--- config.mk ---
export PLATFORM = sky130hd
export DESIGN_NAME = adc_os_cal
export DESIGN_NICKNAME = d
export VERILOG_FILES = /design/src/rtl/adc_cal_pkg.sv /design/src/rtl/adc_os_acc.sv /design/src/rtl/adc_os_cal.sv
export SDC_FILE = /design/constraint.sdc
export NUM_CORES = 1
export LEC_CHECK = 0
export ABC_AREA = 1
export CELL_PAD_IN_SITES_DETAIL_PLACEMENT = 1
export CELL_PAD_IN_SITES_GLOBAL_PLACEMENT = 2
export CORE_ASPECT_RATIO = 1.5
export CORE_MARGIN = 2
export CORE_UTILIZATION = 26
export DETAILED_ROUTE_END_ITERATION = 10
export PLACE_DENSITY = 0.73
export REMOVE_ABC_BUFFERS = 1
export SLEW_MARGIN = 0
export SYNTH_ARGS = -nofsm -noshare
export SYNTH_HDL_FRONTEND = slang
export SYNTH_SLANG_ARGS = --single-unit
--- constraint.sdc ---
create_clock -name clock -period 6.1 [get_ports clock]
set_clock_uncertainty 0.05 [all_clocks]
set_input_delay 1.22 -clock clock [delete_from_list [all_inputs] [get_ports clock]]
set_output_delay 1.22 -clock clock [all_outputs]
set_load 0.05 [all_outputs]
--- src/rtl/adc_cal_pkg.sv ---
// Shared types and default constants for the ADC offset calibration slice.
package adc_cal_pkg;

  // Calibration sequencer states
  typedef enum logic [2:0] {
    IDLE      = 3'd0,
    ACCUM     = 3'd1,
    UPDATE    = 3'd2,
    ROUND_END = 3'd3,
    DONE      = 3'd4
  } cal_state_e;

  // Default geometry of the interleaved converter and calibration loop
  localparam int DEF_ADC_WAYS   = 8;
  localparam int DEF_ADC_BITS   = 9;
  localparam int DEF_TRIM_BITS  = 8;
  localparam int DEF_ACC_LOG2   = 6;
  localparam int DEF_DEADBAND   = 2;
  localparam int DEF_MAX_ROUNDS = 64;

  // Width of the shared signed offset accumulator
  localparam int ACC_WIDTH = 16;

  // Mid-scale code of an unsigned converter of the given width
  function automatic int midCode(input int bits);
    return 1 << (bits - 1);
  endfunction

  localparam int MID_CODE = 256;

endpackage

--- src/rtl/adc_os_acc.sv ---
// Shared offset accumulator and sample counter, reused for every way in turn.
module adc_os_acc
  import adc_cal_pkg::*;
#(
  parameter int SAMPLE_W = DEF_ADC_BITS + 1,
  parameter int ACC_LOG2 = DEF_ACC_LOG2
) (
  input  logic                        clock,
  input  logic                        clkrstP_s2,
  input  logic                        clear_i,
  input  logic                        add_i,
  input  logic signed [SAMPLE_W-1:0]  sample_i,
  output logic                        last_o,
  output logic                        full_o,
  output logic signed [ACC_WIDTH-1:0] mean_o
);

  localparam int CNT_W = ACC_LOG2 + 1;
  localparam logic [CNT_W-1:0] FULL_CNT = CNT_W'(1 << ACC_LOG2);
  localparam logic [CNT_W-1:0] LAST_CNT = CNT_W'((1 << ACC_LOG2) - 1);

  logic signed [ACC_WIDTH-1:0] acc_q, acc_d;
  logic [CNT_W-1:0]            count_q, count_d;
  logic signed [ACC_WIDTH-1:0] sampleExt;

  assign sampleExt = $signed({{(ACC_WIDTH-SAMPLE_W){sample_i[SAMPLE_W-1]}}, sample_i});
  assign full_o    = (count_q == FULL_CNT);
  assign last_o    = (count_q == LAST_CNT);
  assign mean_o    = acc_q >>> ACC_LOG2;

  // Clear wins over add; a full window ignores further samples
  always_comb begin
    acc_d   = acc_q;
    count_d = count_q;
    if (clear_i) begin
      acc_d   = '0;
      count_d = '0;
    end else if (add_i && !full_o) begin
      acc_d   = acc_q + sampleExt;
      count_d = count_q + CNT_W'(1);
    end
  end

  // Accumulator and counter registers with asynchronous reset
  always_ff @(posedge clock or posedge clkrstP_s2) begin
    if (clkrstP_s2) begin
      acc_q   <= '0;
      count_q <= '0;
    end else begin
      acc_q   <= acc_d;
      count_q <= count_d;
    end
  end

endmodule

--- src/rtl/adc_os_cal.sv ---
// Foreground offset calibration for a time-interleaved ADC: measures each way's
// mean offset and nudges its osp/osm trim pair one step per round.
module adc_os_cal
  import adc_cal_pkg::*;
#(
  parameter int ADC_WAYS   = DEF_ADC_WAYS,
  parameter int ADC_BITS   = DEF_ADC_BITS,
  parameter int TRIM_BITS  = DEF_TRIM_BITS,
  parameter int ACC_LOG2   = DEF_ACC_LOG2,
  parameter int DEADBAND   = DEF_DEADBAND,
  parameter int MAX_ROUNDS = DEF_MAX_ROUNDS
) (
  input  logic                          clock,
  input  logic                          clkrstP_s2,
  input  logic                          cal_en,
  input  logic                          din_valid,
  input  logic [ADC_WAYS*ADC_BITS-1:0]  adc_codes,
  output logic [ADC_WAYS*TRIM_BITS-1:0] osp_trim,
  output logic [ADC_WAYS*TRIM_BITS-1:0] osm_trim,
  output logic                          cal_busy,
  output logic                          cal_done,
  output logic                          cal_fail
);

  localparam int SAMPLE_W = ADC_BITS + 1;
  localparam int WAY_W    = (ADC_WAYS > 1) ? $clog2(ADC_WAYS) : 1;
  localparam int ROUND_W  = $clog2(MAX_ROUNDS + 1);

  localparam logic [WAY_W-1:0]           WAY_LAST   = WAY_W'(ADC_WAYS - 1);
  localparam logic [ROUND_W-1:0]         ROUND_LAST = ROUND_W'(MAX_ROUNDS - 1);
  localparam logic [TRIM_BITS-1:0]       TRIM_MAX   = '1;
  localparam logic signed [SAMPLE_W-1:0] MID        = SAMPLE_W'(midCode(ADC_BITS));
  localparam logic signed [ACC_WIDTH-1:0] DB_POS    = ACC_WIDTH'(DEADBAND);
  localparam logic signed [ACC_WIDTH-1:0] DB_NEG    = -DB_POS;

  cal_state_e           state_q, state_d;
  logic [WAY_W-1:0]     way_q, way_d;
  logic [ROUND_W-1:0]   round_q, round_d;
  logic                 allConv_q, allConv_d;
  logic [TRIM_BITS-1:0] osp_q [ADC_WAYS];
  logic [TRIM_BITS-1:0] osp_d [ADC_WAYS];
  logic [TRIM_BITS-1:0] osm_q [ADC_WAYS];
  logic [TRIM_BITS-1:0] osm_d [ADC_WAYS];
  logic                 calBusy_q, calBusy_d;
  logic                 calDone_q, calDone_d;
  logic                 calFail_q, calFail_d;

  logic [ADC_BITS-1:0]         curCode;
  logic signed [SAMPLE_W-1:0]  curSample;
  logic                        accClear, accAdd, accLast, accFull;
  logic signed [ACC_WIDTH-1:0] accMean;
  logic                        adjust;

  assign curCode   = adc_codes[int'(way_q)*ADC_BITS +: ADC_BITS];
  assign curSample = $signed({1'b0, curCode}) - MID;

  // The window is only live while measuring; any other state or an abort empties it
  assign accClear = (state_q != ACCUM) || !cal_en;
  assign accAdd   = (state_q == ACCUM) && cal_en && din_valid;

  adc_os_acc #(
    .SAMPLE_W (SAMPLE_W),
    .ACC_LOG2 (ACC_LOG2)
  ) u_acc (
    .clock      (clock),
    .clkrstP_s2 (clkrstP_s2),
    .clear_i    (accClear),
    .add_i      (accAdd),
    .sample_i   (curSample),
    .last_o     (accLast),
    .full_o     (accFull),
    .mean_o     (accMean)
  );

  // Step the current way's trim pair toward zero offset, draining the opposite side first
  always_comb begin
    osp_d  = osp_q;
    osm_d  = osm_q;
    adjust = 1'b0;
    if (state_q == UPDATE && cal_en) begin
      if (accMean > DB_POS) begin
        adjust = 1'b1;
        if (osp_q[way_q] != '0) begin
          osp_d[way_q] = osp_q[way_q] - TRIM_BITS'(1);
        end else if (osm_q[way_q] != TRIM_MAX) begin
          osm_d[way_q] = osm_q[way_q] + TRIM_BITS'(1);
        end
      end else if (accMean < DB_NEG) begin
        adjust = 1'b1;
        if (osm_q[way_q] != '0) begin
          osm_d[way_q] = osm_q[way_q] - TRIM_BITS'(1);
        end else if (osp_q[way_q] != TRIM_MAX) begin
          osp_d[way_q] = osp_q[way_q] + TRIM_BITS'(1);
        end
      end
    end
  end

  // Sequencer next state: walk the ways, then decide converge / retry / give up
  always_comb begin
    state_d   = state_q;
    way_d     = way_q;
    round_d   = round_q;
    allConv_d = allConv_q;
    unique case (state_q)
      IDLE: begin
        if (cal_en) begin
          state_d   = ACCUM;
          way_d     = '0;
          round_d   = '0;
          allConv_d = 1'b1;
        end
      end
      ACCUM: begin
        if (!cal_en) begin
          state_d = IDLE;
        end else if (accFull || (din_valid && accLast)) begin
          state_d = UPDATE;
        end
      end
      UPDATE: begin
        if (!cal_en) begin
          state_d = IDLE;
        end else begin
          if (adjust) begin
            allConv_d = 1'b0;
          end
          if (way_q == WAY_LAST) begin
            state_d = ROUND_END;
          end else begin
            way_d   = way_q + WAY_W'(1);
            state_d = ACCUM;
          end
        end
      end
      ROUND_END: begin
        if (!cal_en) begin
          state_d = IDLE;
        end else if (allConv_q) begin
          state_d = DONE;
        end else begin
          round_d = round_q + ROUND_W'(1);
          if (round_q == ROUND_LAST) begin
            state_d = DONE;
          end else begin
            state_d   = ACCUM;
            way_d     = '0;
            allConv_d = 1'b1;
          end
        end
      end
      DONE: begin
        if (!cal_en) begin
          state_d = IDLE;
        end
      end
      default: state_d = IDLE;
    endcase
  end

  // Status flags follow the upcoming state so they can be registered alongside it
  always_comb begin
    calBusy_d = (state_d != IDLE) && (state_d != DONE);
    calDone_d = (state_d == DONE);
    calFail_d = 1'b0;
    if (state_d == DONE) begin
      calFail_d = (state_q == DONE) ? calFail_q : !allConv_q;
    end
  end

  // All sequencer, trim and status registers; reset throws away every trim
  always_ff @(posedge clock or posedge clkrstP_s2) begin
    if (clkrstP_s2) begin
      state_q   <= IDLE;
      way_q     <= '0;
      round_q   <= '0;
      allConv_q <= 1'b1;
      osp_q     <= '{default: '0};
      osm_q     <= '{default: '0};
      calBusy_q <= 1'b0;
      calDone_q <= 1'b0;
      calFail_q <= 1'b0;
    end else begin
      state_q   <= state_d;
      way_q     <= way_d;
      round_q   <= round_d;
      allConv_q <= allConv_d;
      osp_q     <= osp_d;
      osm_q     <= osm_d;
      calBusy_q <= calBusy_d;
      calDone_q <= calDone_d;
      calFail_q <= calFail_d;
    end
  end

  for (genvar k = 0; k < ADC_WAYS; k++) begin : g_pack
    assign osp_trim[k*TRIM_BITS +: TRIM_BITS] = osp_q[k];
    assign osm_trim[k*TRIM_BITS +: TRIM_BITS] = osm_q[k];
  end

  assign cal_busy = calBusy_q;
  assign cal_done = calDone_q;
  assign cal_fail = calFail_q;

endmodule
==> impl_results.md, run 1 <==
- Outcome: finished clean
- Vias per cell: 4.73
- TritonRoute pass-1 iters: 4
- EDFF count, synth: 0
- Clk_lat worst skew: 0.46 ns
- CP peak stage delay: 0.58 ns
- Via count: 9885
- Detail Placement HPWL: 27600 microns
- P&R area growth vs syn: 29.8%
- Synth top area cells: dfrtp_1, nand2_1, inv_1
- CTS Buf Count: 17
- Cts repair resizes: 0
- Core ar.: 38400 sq um
- Critical Path Source: way_q[0]
- Ys flop type: dfrtp_1
- CTS tree: built
- Initial Util: 26.4%
- Post-DP Area: 12500 sq um
- Pwr dens: 204 nW/um^2
- Crit path required time: 6.39 ns
- WP buf/inv: 3
- Largest delay contributor family on the critical path: simple AND/OR/NAND/NOR gates
- Root buffer cell: clkbuf_16
- Leak pwr: 6.41 nW
- Initial antenna violation count: 0
- Commonest non-fill, non-tap cells in the layout: nand2_1, clkdlybuf4s50_1, dfrtp_1
- Most frequent CP cell: nand2_1
- Avg Inst Size Synth: 7.26 sq um
- Max cap viols: 0
- # IOs: 207
- Setup bufs post-CTS: 0
- Commonest non-fill, non-tap cell in the layout: nand2_1
- Fmax: 240 MHz
- Sink count of the clock tree: 168
- GRT Overall Usage: 19.2%
- Clock-pin slew on the worst setup and hold paths: 0.07 ns
- Final setup fails: 0
- Pin count of the biggest net entering global routing: 96
- YS warnings: 0
- Max FO, Critical Path: 66
- Min-delay src: u_acc.acc_q[3]
- Period utilization: 68.4%
- Cells after Synth: 1396
- Startpoint types: flop
- Number of library cell types mapped by synthesis: 47
- Worst R2R Start: way_q[0]
- Sequential area share after synthesis: 41.5%
- Design area: 13200 sq um
- Grt total ovfl: 0
- Worst slew pin tran: 0.970 ns
- Drt drc: 0
- Seq cells post-synth: 168
- Number of diodes: 0
- Vias in the first global route: 10.3k
- Hold_ws: 0.446 ns
- Yosys top cell area share: 41.2%
- Crit-path cells: inv_4 > nand2_1 > clkinv_1 > a221oi_1 > nand3_1 > ha_1 > fa_1 > nand2_1 > nand2_1 > nand2_1 > nand2_1 > nand2_1 > nand2_1 > a21oi_1 > inv_1 > nand3_1 > nand2_1 > or2_2 > nand3_1 > nand2_1
- Crit path arrival time: 4.46 ns
- Total Die Area: 40600 sq um
- Asr flop ratio synth: 100%
- Critical path type: flop to flop
- Final RePlAce weighted congestion: 0.833
- Layout cells sized above 1: 5.71%
- Input/output buffers: 206
- Synthesized area: 10100 sq um
- Die extent in y: 246 microns
- Max Slew Vio Count: 0
- H-tree Lvls: 4
- Wire per inst: 18.3 microns
- Max-slew headroom: 35.3%
- Crit. End Element: flop
- Crit path max-delay cell type: a221oi_1
- Worst Hold Class: flop to flop
- Post-route insts no fill: 2089
- Top cell type by total area after synthesis: dfrtp_1
- Final WL: 38200 microns
- Clock tree buffer depth: 2
- Post-Route Setup TNS: 0 ns
- Final Hold Viols: 0
- Core Util, Final: 34.2%
- Placed Instances: 2057
- Cts hold-fix bufs: 0
- Initial drt markers: 423
- Antenna Nets Post-Route: 0
- RSZ-0062 raised after global routing: false
- Nets: 1682
- Die span in x: 165 microns
- First-pass GRT wire length: 58900 microns
- Row cnt: 88
- Max VDD drop: 0.143 mV
- Post-route minimum period: 4.17 ns
-- area by class of cell --
type	instances	area, sq um
multi-input combinational	1056	5120
inverter	122	465
clock buffer	17	425
fill	4698	25300
clock inverter	15	190
sequential	168	4210
tap	495	619
timing repair buffer	216	2140
-- cells in the mapped netlist (all sizes together), types with 3 or more instances --
cell	n
nand2	626
dfrtp	167
o21ai	139
inv	119
nor2	73
nand3	52
buf	39
a21oi	36
nand4	26
ha	24
clkbuf	11
nor3	11
a22oi	10
o211ai	9
a22o	8
xor2	8
or2	7
a211oi	6
a221oi	6
a21o	3
clkinv	3
o31ai	3
-- worst reg2reg max path: stages (launching register included) --
cell	delay, ns
dfrtp_2	0.39
inv_4	0.28
nand2_1	0.22
clkinv_1	0.55
a221oi_1	0.59
nand3_1	0.13
ha_1	0.25
fa_1	0.40
nand2_1	0.09
nand2_1	0.05
nand2_1	0.07
nand2_1	0.07
nand2_1	0.08
nand2_1	0.06
a21oi_1	0.17
inv_1	0.09
nand3_1	0.07
nand2_1	0.06
or2_2	0.27
nand3_1	0.07
nand2_1	0.05
-- path summary, 6_finish.rpt --
path,end,slack [ns],cells after the start
setup / recovery,u_acc.acc_q[14],1.93,20
hold / removal,u_acc.acc_q[3],0.45,2
min in group asynchronous,osm_trim[35],1.29,2
max in group asynchronous,allConv_q,3.54,3
setup reg to reg,u_acc.acc_q[14],1.93,20
hold reg to reg,u_acc.acc_q[3],0.45,2
-- layer usage --
layer | vias up | share of wire [%] | track usage, % | routed length (microns)
met2 | 166 | 52 | 34.5 | 19800
met4 | 0 | 2.1 | 6.04 | 804
met5 | - | 0 | 0 | 0
li1 | 4870 | - | - | -
met3 | 37 | 3.4 | 2.88 | 1310
met1 | 4812 | 43 | 23.1 | 16200
-- stage by stage --
step	setup slack, ns	power (W)
final	1.93	0.00269
after floorplan	0.285	0.00138
after global routing	1.56	0.00281
after CTS	1.88	0.00273
after global placement	1.87	0.00154
after detailed placement	1.87	0.00154
-- cells by family (layout without fill, tap and decap cells) --
family                     count (synthesis)  after routing  share of synthesized area (%)
muxes                                      1              1                         0.0987
xor gates and xnor gates                   9              9                          0.778
and+or+nand+nor                          799            799                           33.9
buffers and inverters                    172            370                           8.05
adders and majority gates                 25             25                           3.16
DFF                                      168            168                           41.5
AOI/OAI and AO/OA                        222            222                           12.6
-- flip-flops by register name, summed over array words and instances (netlist names), named ones only --
register,cells
allConv_q,1
osm_trim,56
u_acc.count_q,7
cal_fail,1
round_q,7
u_acc.acc_q,16
osp_trim,56
way_q,3
cal_busy,1
state_q,3
cal_done,1
-- report_power, final --
group	switching, W	total [W]	internal [W]
clock	0.000522	0.00118	0.000655
combinational	0.000255	0.000372	0.000116
sequential	0.0000136	0.00114	0.00113
Note: power is estimated with default switching activity, not from simulation.
==> run 2: changes to the inputs <==
==> constraint.sdc (replaced) <==
create_clock -name clock -period 3.35 [get_ports clock]
set_clock_uncertainty 0.05 [all_clocks]
set_input_delay 0.67 -clock clock [delete_from_list [all_inputs] [get_ports clock]]
set_output_delay 0.67 -clock clock [all_outputs]
set_load 0.05 [all_outputs]
==> impl_results.md, run 2 (synthesis results as in run 1) <==
- Pwr dens: 346 nW/um^2 (+69%)
- Period utilization: 98.0% (+30 points)
- Final Hold Viols: 0 (unchanged)
- GRT Overall Usage: 19.6% (+0.44 points)
- Input/output buffers: 206 (unchanged)
- Pin count of the biggest net entering global routing: 66 (-31%)
- Initial Util: 26.4% (unchanged)
- Total power draw: 0.00489 W (+82%)
- Initial drt markers: 450 (+6.4%)
- Wire per inst: 18.2 microns (-0.35%)
- Worst Hold Class: flop to flop
- Layout cells sized above 1: 12.8% (+7.0 points)
- Vias in the first global route: 10.6k (+2.2%)
- Clock tree buffer depth: 2 (unchanged)
- Post-Route Setup TNS: 0 ns (unchanged)
- P&R area growth vs syn: 39.5%
- Die span in x: 165 microns (unchanged)
- Post-DP Area: 13200 sq um (+4.9%)
- CTS tree: built
- Final setup fails: 0 (unchanged)
- Max Slew Vio Count: 0 (unchanged)
- Max VDD drop: 0.335 mV (+130%)
- Critical path type: flop to flop
- Total Die Area: 40600 sq um (unchanged)
- Root buffer cell: clkbuf_16
- Number of diodes: 0 (unchanged)
- Hold path cells: 1 (-1)
- Crit path arrival time: 3.56 ns (-0.90 ns)
- Fmax: 305 MHz (+27%)
- Die extent in y: 246 microns (unchanged)
- Placed Instances: 2121 (+3.1%)
- Hold_ws: 0.462 ns (+0.0159 ns)
- Vias per cell: 4.69 (-0.91%)
- FF-to-FF setup slack: 0.07 ns (-1.86 ns)
- Detail Placement HPWL: 29200 microns (+5.5%)
- Initial antenna violation count: 0 (unchanged)
- H-tree Lvls: 4 (unchanged)
- Via count: 10.2k (+3.1%)
- Crit path required time: 3.63 ns (-2.76 ns)
- Nets: 1766 (+5.0%)
- Cts hold-fix bufs: 0 (unchanged)
- Clk_lat worst skew: 0.45 ns (about the same)
- Post-route insts no fill: 2173 (+4.0%)
- Max-slew headroom: 59.5% (+24 points)
- Final WL: 39600 microns (+3.7%)
- Outcome: finished clean
- Row cnt: 88 (unchanged)
- Drt drc: 0 (unchanged)
- Clock-pin slew on the worst setup and hold paths: 0.07 ns (about the same)
- First-pass GRT wire length: 60500 microns (+2.6%)
- Max FO, Critical Path: 6 (-91%)
- Grt total ovfl: 0 (unchanged)
- Worst slew pin tran: 0.606 ns (-0.365 ns)
- TritonRoute pass-1 iters: 4 (unchanged)
- Leak pwr: 6.87 nW (+7.2%)
- Commonest non-fill, non-tap cells in the layout: nand2_1, clkdlybuf4s50_1, dfrtp_1
- Core ar.: 38400 sq um (unchanged)
- CTS Buf Count: 17 (unchanged)
- RSZ-0062 raised after global routing: true
- Max cap viols: 0 (unchanged)
- # IOs: 207 (unchanged)
- Sink count of the clock tree: 168 (unchanged)
- Final RePlAce weighted congestion: 0.837 (+0.53%)
- Antenna Nets Post-Route: 0 (unchanged)
- Startpoint types: flop
- Post-route minimum period: 3.28 ns (-0.886 ns)
- Crit. End Element: flop
- Commonest non-fill, non-tap cell in the layout: nand2_1
- Worst-case reg-to-reg path depth: 23 (+15%)
- Design area: 14100 sq um (+7.5%)
==> run 2: routing by layer <==
layer	global-route usage, %	share of wire (%)	vias up
li1	-	-	5022
met1	24.6	44	4992
met2	35.2	52	151
met3	2.53	2.5	24
met4	4.63	1.3	0
met5	0	0	-
==> run 2: final timing paths <==
check	start	end
setup / recovery	way_q[1]	u_acc.acc_q[14]
hold / removal	u_acc.acc_q[0]	u_acc.acc_q[0]
setup reg to reg	way_q[1]	u_acc.acc_q[14]
hold reg to reg	u_acc.acc_q[0]	u_acc.acc_q[0]
max in group asynchronous	clkrstP_s2	osp_trim[55]
min in group asynchronous	clkrstP_s2	osm_trim[5]
==> run 2: critical path, cell delays in order, from the launching register on <==
cell and delay (ns):
dfrtp_2 0.44, nand2_2 0.09, inv_1 0.06, nand2_1 0.07
inv_1 0.11, nand2_1 0.08, o21ai_0 0.12, a221oi_2 0.24
nand3_2 0.16, ha_2 0.23, fa_2 0.35, nand2_2 0.07
nand2_1 0.06, nand2_2 0.07, nand2_2 0.06, nand2_2 0.08
nand2_2 0.07, a21oi_4 0.17, inv_2 0.05, nand3_1 0.06
nand2_1 0.06, or2_2 0.27, nand3_1 0.07, nand2_1 0.06
==> run 2: where the power goes <==
group          total (W)  switching (W)  internal (W)
clock            0.00200       0.000866       0.00114
combinational   0.000806       0.000500      0.000306
sequential       0.00208      0.0000279       0.00205
total            0.00489        0.00139       0.00350
==> run 2: metrics by stage <==
stage               util, %  setup WS (ns)
floorplan                 -          -1.92
global placement       34.3         -0.310
detailed placement     34.3         -0.382
CTS                    35.8        -0.0286
global route           36.8        -0.0997
finish                 36.8         0.0666
==> run 2: area by class of cell <==
cell class | instances | area (sq um)
tap | 495 | 619
clock inverter | 7 | 96.3
fill | 4685 | 24300
sequential | 168 | 4210
inverter | 122 | 475
multi-input combinational | 1056 | 5330
timing repair buffer | 300 | 2940
clock buffer | 25 | 475
==> run 2: timing repair <==
item	CTS	global route
endpoints found under the setup margin	3	55
pin swaps	3	19
setup buffers	2	18
resized for setup	9	55
